===== src/rtl/mul8_seq_ctrl_if.sv =====
// mul8_seq_ctrl_if: operand handshake and shared-multiplier port bundle
interface mul8_seq_ctrl_if;
   logic        start;
   logic        sgn;
   logic [7:0]  a;
   logic [7:0]  b;
   logic        busy;
   logic        done;
   logic [15:0] product;
   logic [3:0]  mul_in0;
   logic [3:0]  mul_in1;
   logic [7:0]  mul_out;
   modport slave (
      input  start, sgn, a, b, mul_out,
      output busy, done, product, mul_in0, mul_in1
   );
   modport master (
      output start, sgn, a, b, mul_out,
      input  busy, done, product, mul_in0, mul_in1
   );
endinterface


===== src/rtl/mul8_seq_ctrl.sv =====
// mul8_seq_ctrl: 8x8 multiply sequenced over four passes of a shared 4x4 multiplier
module mul8_seq_ctrl (
   input  logic           clk,
   input  logic           rst,
   mul8_seq_ctrl_if.slave bus
);
   localparam logic [1:0] S_IDLE = 2'd0, S_CALC = 2'd1, S_DONE = 2'd2;
   logic [1:0]  r_state;
   logic [1:0]  r_step;
   logic [7:0]  r_ra;
   logic [7:0]  r_rb;
   logic        r_neg;
   logic [15:0] r_acc;
   logic [15:0] r_product;
   logic        w_calc;
   logic [3:0]  w_shift;
   logic [15:0] w_sum;
   logic [7:0]  w_mag_a;
   logic [7:0]  w_mag_b;
   always_comb begin
      w_calc  = r_state == S_CALC;
      w_shift = r_step == 2'd0 ? 4'd0 : r_step == 2'd3 ? 4'd8 : 4'd4;
      w_sum   = r_acc + ({8'd0, bus.mul_out} << w_shift);
      w_mag_a = (bus.sgn && bus.a[7]) ? 8'd0 - bus.a : bus.a;
      w_mag_b = (bus.sgn && bus.b[7]) ? 8'd0 - bus.b : bus.b;
   end
   assign bus.busy    = w_calc;
   assign bus.done    = r_state == S_DONE;
   assign bus.product = r_product;
   assign bus.mul_in0 = w_calc ? (r_step[0] ? r_ra[7:4] : r_ra[3:0]) : 4'd0;
   assign bus.mul_in1 = w_calc ? (r_step[1] ? r_rb[7:4] : r_rb[3:0]) : 4'd0;
   always_ff @(posedge clk) begin
      if (rst) begin
         r_state   <= S_IDLE;
         r_step    <= 2'd0;
         r_ra      <= 8'd0;
         r_rb      <= 8'd0;
         r_neg     <= 1'b0;
         r_acc     <= 16'd0;
         r_product <= 16'd0;
      end else if (w_calc) begin
         r_acc  <= w_sum;
         r_step <= r_step + 2'd1;
         if (r_step == 2'd3) begin
            r_product <= r_neg ? ~w_sum + 16'd1 : w_sum;
            r_state   <= S_DONE;
         end
      end else if (bus.start) begin
         r_ra    <= w_mag_a;
         r_rb    <= w_mag_b;
         r_neg   <= bus.sgn & (bus.a[7] ^ bus.b[7]);
         r_acc   <= 16'd0;
         r_step  <= 2'd0;
         r_state <= S_CALC;
      end else begin
         r_state <= S_IDLE;
      end
   end
endmodule

===== src/flat_wrapper.sv =====
// flat-port wrapper written by rule: the top's interface ports become plain ports
module mul8_seq_ctrl_flat 
  (clk, rst, bus_start, bus_sgn, bus_a, bus_b, bus_mul_out, bus_busy, bus_done, bus_product, bus_mul_in0, bus_mul_in1);
  mul8_seq_ctrl_if bus_i ();
  input  logic clk;
  input  logic rst;
  input wire logic [$bits(bus_i.start)-1:0] bus_start;
  input wire logic [$bits(bus_i.sgn)-1:0] bus_sgn;
  input wire logic [$bits(bus_i.a)-1:0] bus_a;
  input wire logic [$bits(bus_i.b)-1:0] bus_b;
  input wire logic [$bits(bus_i.mul_out)-1:0] bus_mul_out;
  output wire logic [$bits(bus_i.busy)-1:0] bus_busy;
  output wire logic [$bits(bus_i.done)-1:0] bus_done;
  output wire logic [$bits(bus_i.product)-1:0] bus_product;
  output wire logic [$bits(bus_i.mul_in0)-1:0] bus_mul_in0;
  output wire logic [$bits(bus_i.mul_in1)-1:0] bus_mul_in1;
  assign bus_i.start = bus_start;
  assign bus_i.sgn = bus_sgn;
  assign bus_i.a = bus_a;
  assign bus_i.b = bus_b;
  assign bus_i.mul_out = bus_mul_out;
  assign bus_busy = bus_i.busy;
  assign bus_done = bus_i.done;
  assign bus_product = bus_i.product;
  assign bus_mul_in0 = bus_i.mul_in0;
  assign bus_mul_in1 = bus_i.mul_in1;
  mul8_seq_ctrl u_core (.clk(clk), .rst(rst), .bus(bus_i));
endmodule

===== config.mk =====
export PLATFORM = sky130hd
export DESIGN_NAME = mul8_seq_ctrl_flat
export DESIGN_NICKNAME = d
export VERILOG_FILES = /design/src/rtl/mul8_seq_ctrl_if.sv /design/src/rtl/mul8_seq_ctrl.sv /design/src/flat_wrapper.sv
export SDC_FILE = /design/constraint.sdc
export NUM_CORES = 1
export LEC_CHECK = 0
export ABC_AREA = 0
export CAP_MARGIN = 10
export CORE_AREA = 5 5 66 113
export CTS_CLUSTER_DIAMETER = 80
export CTS_CLUSTER_SIZE = 40
export DETAILED_ROUTE_END_ITERATION = 10
export DIE_AREA = 0 0 71 118
export PLACE_DENSITY = 0.79
export SYNTH_ARGS = -nofsm -noshare
export SYNTH_HDL_FRONTEND = slang
export SYNTH_SLANG_ARGS = --single-unit

===== constraint.sdc =====
create_clock -name clk -period 7.3 [get_ports clk]
set_input_delay 1.46 -clock clk [delete_from_list [all_inputs] [get_ports clk]]
set_output_delay 1.46 -clock clk [all_outputs]
set_load 0.02 [all_outputs]

==> impl_metrics.tcl <==
set metrics [dict create \
    tns_ns 0 \
    drc 0 \
    max-cap-violations 0 \
    vdd_drop_max_uv 191 \
    clock_skew_ns 0.00679 \
    leakage_nw 1.76 \
    drtIter0Drc 147 \
    worstSetupPathType "input port to flip-flop" \
    p_per_area_nw_per_um2 193 \
    initial_core_util 0.529 \
    boundaryPins 54 \
    clk_latency_ns 0.30 \
    ys_ff_latch 53 \
    synth_edf_count 0 \
    track_usage 0.211 \
    grt_pass1_wl_mm 14.2 \
    synth-simple-area-share 0.223 \
    cts_tree "done" \
    final_max_slew_viol_count 0 \
    cts_root_buf "clkbuf_16" \
    numCtsBuffers 5 \
    nFillCells 571 \
    setup_viol 0 \
    grt_overflow 0 \
    top_usage_layer "met2" \
    h-tree-depth 2 \
    synth_xor_area_frac 0.0925 \
    yosysSeqAreaShare 0.311 \
    synthesis.area_um2 3410 \
    vias_per_cell 5.71 \
    synth-adder-area-share 0.0756 \
    ys_async_sr_fraction 0 \
    drtPass1Iterations 4 \
    grt_pass1_vias 3202 \
    worst_pin_slew_ns 0.719 \
    synthFlopType "dfxtp_1" \
    routed_wl_mm 8.62 \
    post-dp-hpwl_mm 6.82 \
    r2r_slack_ns 3.02 \
    clock_sinks 53 \
    hold_path_class "flip-flop to flip-flop" \
    rows 39 \
    synthMuxAreaShare 0.0415 \
    use_met3 0.0453 \
    rsz0062_at_grt "no" \
    worst_setup_path_start_kind "input port" \
    arrival_ns 4.89 \
    finalCriticalPeriod_ns 4.70 \
    clk_path_buf_depth 2 \
    syn_nets 477 \
    syn_to_final_growth_pct 22.7 \
    ctsHoldBuffers 0 \
    core_um2 6440 \
    fp.dieH_um 118 \
    cp.required_ns 7.49 \
    fp.dieArea_um2 8380 \
    timing.fmax_ghz 0.213 \
    hold_viol 0 \
    min_delay_path_depth 2 \
    globalRouteMet1Util 0.192 \
    postRouteAntennaNets 0 \
    cts_resized 0 \
    port_buffers 53 \
    yosys_warnings 0 \
    slew_headroom 0.521 \
    hold_ws_ns 0.450 \
    period_share 0.644 \
    reg2reg_depth 14 \
    antenna_cells 0 \
    crit_path_end_kind "flip-flop" \
    routedWlPerCell_um 15.6 \
    place.gp.congestion 0.857 \
    cts_setup_buffers 0 \
    nNetsFinal 519 \
    status "finished clean" \
    avgSynthCellArea_um2 7.94 \
    drive_above_1_share 0.0466 \
    synth_cells 429 \
    synth_cell_types 45 \
    synth_compound_area_frac 0.218 \
    vias 3162 \
    met2_usage 0.408 \
    crit_fanout 3 \
    antenna_found_initial 0 \
    synth_top_family_by_area "simple AND/OR/NAND/NOR gates" \
    grt_max_degree 38 \
    clk_pin_slew_ns 0.07 \
    die_w_um 71 \
]
==> cell type report <==
cell class / instances / area (µm²) / area share
flip-flops and latches: 53 / 1060 / 0.254
well taps: 82 / 103 / 0.0245
multi-input cells: 341 / 2220 / 0.530
clock inverters: 3 / 68.8 / 0.0165
inverters: 13 / 48.8 / 0.0117
clock buffers: 5 / 125 / 0.0299
repair buffers: 57 / 561 / 0.134
==> synthesized netlist by cell type (4+ instances only) <==
master    instances  area (µm²)
nand2_1          37         139
nor3_1           10        50.1
a22o_1            6        52.6
nand3_1          11        55.1
a311oi_1          4        35.0
nor2_1           59         221
and2_1            5        31.3
xnor2_1          15         131
o21ai_1           5        25.0
xor2_1           21         184
a21o_1            5        37.5
nor2b_1          11        68.8
and3_1           17         106
ha_1             19         238
o21ai_0          19        95.1
a31oi_1           5        31.3
clkbuf_1         22        82.6
o31ai_1           4        30.0
inv_1            13        48.8
a21oi_1          31         155
mux2i_1          13         130
dfxtp_1          53        1060
a211oi_1          9        67.6
or3_1             5        31.3
==> per-layer routing <==
metal / up-vias / wire length (µm)
li1: 1603 / -
met1: 1451 / 3090
met2: 79 / 4780
met3: 29 / 395
met4: 0 / 347
met5: - / 0
==> state kept, by name (all words and copies together) (netlist names) <==
name and count:
u_core.bus.product 16, u_core.r_ra 8, u_core.r_step 2, u_core.r_acc 16, u_core.r_rb 8, u_core.r_state 2
u_core.r_neg 1
==> kinds of logic after synthesis <==
group,count (synthesis)
muxes,14
xor gates and xnor gates,36
adders and majority gates,20
AOI/OAI and AO/OA,109
DFF,53
and+or+nand+nor,162
buffers and inverters,35
==> path summary, 6_finish.rpt <==
| kind | endpoint | start |
|---|---|---|
| max reg2reg | u_core.bus.product[15] | u_core.r_step[0] |
| min | u_core.bus.product[3] | u_core.bus.product[3] |
| min reg2reg | u_core.bus.product[3] | u_core.bus.product[3] |
| max | u_core.bus.product[15] | bus_mul_out[0] |
==> layout by cell type, fill, tap and decap left out, types with 2 or more instances in the layout <==
cell / Yosys / routed
a311oi_1: 4 / 4
nor2b_1: 11 / 11
dfxtp_1: 53 / 53
clkbuf_16: 0 / 5
inv_1: 13 / 13
a22o_1: 6 / 6
nand3_1: 11 / 11
o21ai_1: 5 / 5
o41ai_1: 2 / 2
nand2_1: 37 / 37
clkdlybuf4s50_1: 0 / 53
o31ai_1: 4 / 4
buf_4: 0 / 4
a211oi_1: 9 / 9
xor2_1: 21 / 21
and3_1: 17 / 17
o211a_1: 3 / 3
bufinv_16: 0 / 2
o21ai_0: 19 / 19
xnor2_1: 15 / 15
a21boi_0: 2 / 2
nor3_1: 10 / 10
a21oi_1: 31 / 31
a21o_1: 5 / 5
a22oi_1: 2 / 2
o21a_1: 2 / 2
nor2_1: 59 / 59
ha_1: 19 / 19
nand2b_1: 3 / 3
and2_1: 5 / 5
or3_1: 5 / 5
or2_2: 2 / 2
a31oi_1: 5 / 5
mux2i_1: 13 / 13
==> stage by stage <==
stage | std cells | util | total power, mW | setup slack, ns | instance area [µm²]
final | 554 | 0.649 | 0.807 | 2.60 | 4180
after global routing | 554 | 0.649 | 0.840 | 2.34 | 4180
after CTS | 554 | 0.649 | 0.810 | 2.61 | 4180
after detailed placement | 546 | 0.619 | 0.502 | 2.29 | 3990
after global placement | 546 | 0.619 | 0.497 | 2.39 | 3990
after floorplan | 429 | - | 0.445 | 2.98 | 3410
==> critical path: stages <==
cell and delay (ns):
clkdlybuf4s50_1 0.44, and2_1 0.15, ha_1 0.22, fa_1 0.45, a21o_1 0.21, a311o_2 0.46
a2111oi_4 0.34, nor3_1 0.12, xnor2_1 0.18, nand4b_2 0.26, o41ai_2 0.37, xor2_1 0.17
o21ai_1 0.07
==> power breakdown <==
part / total (mW) / internal (mW) / switching (mW)
Sequential: 0.310 / 0.301 / 0.00892
Combinational: 0.187 / 0.0784 / 0.109
Clock: 0.310 / 0.198 / 0.113
Total: 0.807 / 0.577 / 0.230
No activity file was read; power rests on OpenSTA's default activity.
